===== src/rtl/issue_ctrl.sv =====
`default_nettype none
// ============================================================================
//  Module      : issue_ctrl
//  Description : In-order issue controller. Pops the fetch queue, allocates
//                ROB tags, steers instructions to the RS or LSB, serialises
//                JALR and sequences flush recovery.
//  Revision    : 1.0 - initial release
// ============================================================================
module issue_ctrl #(
    parameter int ROB_SIZE = 16,
    parameter int TAG_W    = 4
) (
    input  logic             clk,
    input  logic             rst,
    input  logic             fq_valid,
    input  logic [31:0]      fq_inst,
    input  logic [31:0]      fq_pc,
    output logic             fq_pop,
    input  logic             rs_full,
    input  logic             lsb_full,
    input  logic             commit_valid,
    input  logic             flush,
    input  logic             jalr_done,
    output logic             dec_ena,
    output logic [31:0]      dec_inst,
    output logic [31:0]      dec_pc,
    output logic [TAG_W-1:0] dec_tag,
    output logic             rs_issue,
    output logic             lsb_issue,
    output logic             rob_full
);

    typedef enum logic [1:0] {
        S_RUN       = 2'd0,
        S_WAIT_JALR = 2'd1,
        S_FLUSH     = 2'd2
    } state_t;

    localparam logic [6:0] c_OP_LOAD  = 7'b0000011;
    localparam logic [6:0] c_OP_STORE = 7'b0100011;
    localparam logic [6:0] c_OP_LUI   = 7'b0110111;
    localparam logic [6:0] c_OP_AUIPC = 7'b0010111;
    localparam logic [6:0] c_OP_JAL   = 7'b1101111;
    localparam logic [6:0] c_OP_BR    = 7'b1100011;
    localparam logic [6:0] c_OP_OP    = 7'b0110011;
    localparam logic [6:0] c_OP_OPIMM = 7'b0010011;
    localparam logic [6:0] c_OP_JALR  = 7'b1100111;

    // Highest usable tag; tag 0 is reserved as "no tag"
    localparam logic [TAG_W-1:0] c_TAG_MAX = TAG_W'(ROB_SIZE - 1);
    localparam logic [TAG_W-1:0] c_TAG_ONE = TAG_W'(1);

    state_t             state_q,     state_d;
    logic [TAG_W-1:0]   count_q,     count_d;
    logic [TAG_W-1:0]   next_tag_q,  next_tag_d;
    logic               dec_ena_q,   dec_ena_d;
    logic [31:0]        dec_inst_q,  dec_inst_d;
    logic [31:0]        dec_pc_q,    dec_pc_d;
    logic [TAG_W-1:0]   dec_tag_q,   dec_tag_d;
    logic               rs_issue_q,  rs_issue_d;
    logic               lsb_issue_q, lsb_issue_d;

    logic w_is_lsb;
    logic w_is_rs;
    logic w_is_jalr;
    logic w_legal;
    logic w_run_head;
    logic w_unit_full;
    logic w_issue;
    logic w_commit;

    // Decode the head opcode into its target unit
    always_comb begin
        w_is_lsb  = 1'b0;
        w_is_rs   = 1'b0;
        w_is_jalr = 1'b0;
        case (fq_inst[6:0])
            c_OP_LOAD, c_OP_STORE: w_is_lsb = 1'b1;
            c_OP_LUI, c_OP_AUIPC, c_OP_JAL,
            c_OP_BR, c_OP_OP, c_OP_OPIMM: w_is_rs = 1'b1;
            c_OP_JALR: begin
                w_is_rs   = 1'b1;
                w_is_jalr = 1'b1;
            end
            default: ;
        endcase
    end

    assign w_legal     = w_is_lsb | w_is_rs;
    assign w_run_head  = (state_q == S_RUN) && fq_valid && !flush;
    assign w_unit_full = w_is_lsb ? lsb_full : rs_full;
    assign rob_full    = (count_q == c_TAG_MAX);
    assign w_issue     = w_run_head && w_legal && !rob_full && !w_unit_full;
    // A commit against an empty ROB is meaningless and is dropped
    assign w_commit    = commit_valid && (count_q != '0);
    // Illegal opcodes are popped and discarded regardless of back-pressure
    assign fq_pop      = !rst && w_run_head && (w_issue || !w_legal);

    // Next-state, tag/count bookkeeping and decode-stage outputs
    always_comb begin
        state_d     = state_q;
        count_d     = count_q;
        next_tag_d  = next_tag_q;
        dec_ena_d   = w_issue;
        rs_issue_d  = w_issue && w_is_rs;
        lsb_issue_d = w_issue && w_is_lsb;
        dec_inst_d  = dec_inst_q;
        dec_pc_d    = dec_pc_q;
        dec_tag_d   = dec_tag_q;

        if (w_issue) begin
            dec_inst_d = fq_inst;
            dec_pc_d   = fq_pc;
            dec_tag_d  = next_tag_q;
            next_tag_d = (next_tag_q == c_TAG_MAX) ? c_TAG_ONE : next_tag_q + c_TAG_ONE;
        end

        case ({w_issue, w_commit})
            2'b10:   count_d = count_q + c_TAG_ONE;
            2'b01:   count_d = count_q - c_TAG_ONE;
            default: count_d = count_q;
        endcase

        case (state_q)
            S_RUN:       if (w_issue && w_is_jalr) state_d = S_WAIT_JALR;
            S_WAIT_JALR: if (jalr_done) state_d = S_RUN;
            S_FLUSH:     state_d = S_RUN;
            default:     state_d = S_RUN;
        endcase

        // Flush wins over everything: empty the ROB view and restart tags
        if (flush) begin
            state_d     = S_FLUSH;
            count_d     = '0;
            next_tag_d  = c_TAG_ONE;
            dec_ena_d   = 1'b0;
            rs_issue_d  = 1'b0;
            lsb_issue_d = 1'b0;
        end
    end

    // State and output registers with synchronous reset
    always_ff @(posedge clk) begin
        if (rst) begin
            state_q     <= S_RUN;
            count_q     <= '0;
            next_tag_q  <= c_TAG_ONE;
            dec_ena_q   <= 1'b0;
            dec_inst_q  <= '0;
            dec_pc_q    <= '0;
            dec_tag_q   <= '0;
            rs_issue_q  <= 1'b0;
            lsb_issue_q <= 1'b0;
        end else begin
            state_q     <= state_d;
            count_q     <= count_d;
            next_tag_q  <= next_tag_d;
            dec_ena_q   <= dec_ena_d;
            dec_inst_q  <= dec_inst_d;
            dec_pc_q    <= dec_pc_d;
            dec_tag_q   <= dec_tag_d;
            rs_issue_q  <= rs_issue_d;
            lsb_issue_q <= lsb_issue_d;
        end
    end

    assign dec_ena   = dec_ena_q;
    assign dec_inst  = dec_inst_q;
    assign dec_pc    = dec_pc_q;
    assign dec_tag   = dec_tag_q;
    assign rs_issue  = rs_issue_q;
    assign lsb_issue = lsb_issue_q;

endmodule
`default_nettype wire

===== config.mk =====
export PLATFORM = sky130hd
export DESIGN_NAME = issue_ctrl
export DESIGN_NICKNAME = d
export VERILOG_FILES = /design/src/rtl/issue_ctrl.sv
export SDC_FILE = /design/constraint.sdc
export NUM_CORES = 1
export LEC_CHECK = 0
export ABC_CLOCK_PERIOD_IN_PS = 4800
export CAP_MARGIN = 40
export CORE_MARGIN = 2
export CORE_UTILIZATION = 45
export DETAILED_ROUTE_END_ITERATION = 8
export HOLD_SLACK_MARGIN = 0.03
export PLACE_DENSITY = 0.84
export SYNTH_ARGS = -nofsm -noshare
export SYNTH_HDL_FRONTEND = slang
export SYNTH_SLANG_ARGS = --single-unit

===== constraint.sdc =====
create_clock -name clk -period 4.8 [get_ports clk]
set_input_delay 0.48 -clock clk [delete_from_list [all_inputs] [get_ports clk]]
set_output_delay 0.48 -clock clk [all_outputs]
set_load 0.01 [all_outputs]

==> results.toml <==
[yosys]
synth.net_count = 472
synthCells = 396
yosys_register_bits = 81
synthFlopType = "dfxtp_1"
synth_cell_type_count = 42
async_flop_share = 0
synth_area_leaders = "dfxtp_1 (49%), a21oi_1 (11%), o21ai_0 (11%), nand3_1 (11%), clkbuf_1 (3.6%)"
synth-seq-area-share = 0.492
synth_top_area_share = 0.492
synthesis.area_sq_mm = 0.00330
yosysWarnings = 0
synth_top_cell_by_area = "dfxtp_1"
synth_edf_count = 0
syn_area_per_cell_sq_um = 8.33

[worst_setup_path]
path_cells = "clkdlybuf4s50_1, nand4b_1, o21ai_1, o21bai_4, buf_4, nor2_1, nor3b_1, clkdlybuf4s50_1"
cp.arrival_ps = 2960
crit_type = "input pin to output pin"
cp_top_family = "buffers and inverters"
cp_num_buf_inv = 3
crit_required_ps = 4320
cp_slowest_stage_delay_ps = 570
cp-start-kind = "input pin"
endpoint_kind = "output pin"
slowest_stage = "clkdlybuf4s50_1"
cpMostUsedCell = "clkdlybuf4s50_1"
critPathMaxFanout = 72

[floorplan]
die_x_um = 89.6
start_util = 0.459
num_io_pins = 145
dieArea_sq_mm = 0.00803
die_h_um = 89.6
core_sq_mm = 0.00718
num_rows = 31

[place]
port_buffers = 144
place_hpwl_um = 6300
gp_congestion = 0.743

[cts]
tritoncts = "yes"
cts_hold_buf = 0
htree_levels = 3
post-cts-setup-buffer-count = 0
cts_made_buffers = 9
cts_buffer_depth = 2
clkTransAtPathRegs_ps = 70
root_buffer = "clkbuf_8"
cts_resized = 0
worstSkewPairLatency_ps = 330
clkSinkCount = 81

[timing]
drv_slew = 0
clock.fmax_ghz = 0.290
slew_headroom = 0.452
period_needed_ps = 3440
fin_crit_sh = 0.717
tightest_slew_ps = 821
rsz0062_at_grt = "false"
hold_ws_ps = 455
setup_violations = 0
final.setup.tns_ps = 0
finalHoldViolCount = 0
finClkSkew_ps = 9.30

[detailed_routing]
vias_per_cell = 5.48
first_pass_iters = 6
via_count = 3397
drt_iter0_drc = 156
wl_um = 9610
drc = 0
avgRoutedWirePerCell_um = 15.5
ant_nets = 0

[global_routing]
grt_max_degree = 73
grt_usage = 0.227
grt_first_pass_wirelength_um = 14200
grt_overflow = 0
grt_pass1_vias = 3164
antenna_found_initial = 0

[worst_hold_path]
hp-class = "flop to flop"

[cells_and_area]
areaGrowthSynthToFinish_pct = 50.2
final_common_cell = "clkdlybuf4s50_1"
antenna-diode-count = 0
drive_above_1_share = 0.0537
final_cell_mix = "clkdlybuf4s50_1 (143), dfxtp_1 (81), a21oi_1 (74), o21ai_0 (71), nand3_1 (70)"
nets = 593

[power]
ir_drop_mv = 0.132
power_leakage_nw = 1.62
powerDensity_mw_per_mm2 = 259

[run_status]
status = "completed"

[job]
drv_cap = 0
-- cell usage after synthesis, drive strengths merged, types with 2 or more instances --
cell type / instances
nor4: 2
dfxtp: 81
o41a: 2
o21ai: 72
o21bai: 2
ha: 4
xor2: 4
nand3b: 2
clkbuf: 32
buf: 7
inv: 5
a21oi: 74
and3: 2
nand2b: 5
nand4b: 2
a211oi: 3
nand3: 70
nand2: 3
nor2: 8
-- power breakdown --
group          total, W  switching, W  leakage [nW]  internal [W]
combinational  0.000123     0.0000581         0.868     0.0000654
sequential     0.000676    0.00000164         0.653      0.000674
clock          0.000484      0.000219         0.102      0.000265
total           0.00128      0.000279          1.62       0.00100
-- per-layer routing --
layer,vias to the layer above,wire [um],global-route usage
met3,8,756,0.0676
met1,1616,3990,0.257
met5,-,0,0
met2,115,4740,0.396
met4,0,121,0.0991
li1,1658,-,-
-- kinds of logic (layout without fill, tap and decap cells) --
family / Yosys count / count (layout) / synth area share
compound gates: 159 / 159 / 0.257
simple gates: 103 / 103 / 0.169
flops: 81 / 81 / 0.492
buf+inv: 44 / 169 / 0.0531
fa+ha+maj: 4 / 4 / 0.0152
xor+xnor: 4 / 4 / 0.0106
mux: 1 / 1 / 0.00304
-- area by class of cell --
| cell class | count | area (sq um) |
|---|---|---|
| clock buffer | 12 | 155 |
| tap | 99 | 124 |
| timing repair buffer | 149 | 1470 |
| clock inverter | 3 | 40.0 |
| fill | 581 | 2220 |
| sequential | 81 | 1620 |
| inverter | 5 | 18.8 |
| multi-input combinational | 271 | 1520 |
-- sequential cells by signal (all words and copies together) (netlist names) --
| signal | flops |
|---|---|
| dec_inst | 32 |
| count_q | 4 |
| dec_ena | 1 |
| lsb_issue | 1 |
| next_tag_q | 4 |
| dec_tag | 4 |
| dec_pc | 32 |
| rs_issue | 1 |
| state_q | 2 |
-- final timing paths --
check / startpoint / end / slack [ps] / depth (start not counted)
setup reg to reg: state_q[1] / count_q[2] / 2010 / 12
hold / removal: dec_inst[0] / dec_inst[0] / 450 / 2
hold reg to reg: dec_inst[0] / dec_inst[0] / 450 / 2
setup / recovery: fq_inst[4] / fq_pop / 1360 / 8
-- tightest hold or removal path: stages (launching register included) --
cell,delay [ps]
dfxtp_1,310
inv_1,50
a21oi_1,50
-- per-stage QoR --
stage / instance area [sq um] / utilization / worst slack [ps] / cells / power (W)
global placement: 4760 / 0.663 / 1410 / 605 / 0.000813
finish: 4950 / 0.690 / 1360 / 620 / 0.00128
detailed placement: 4760 / 0.663 / 1310 / 605 / 0.000814
global route: 4950 / 0.690 / 1200 / 620 / 0.00134
CTS: 4950 / 0.690 / 1360 / 620 / 0.00130
floorplan: 3300 / - / 1990 / 396 / 0.000735
Note: power is estimated with default switching activity, not from simulation.
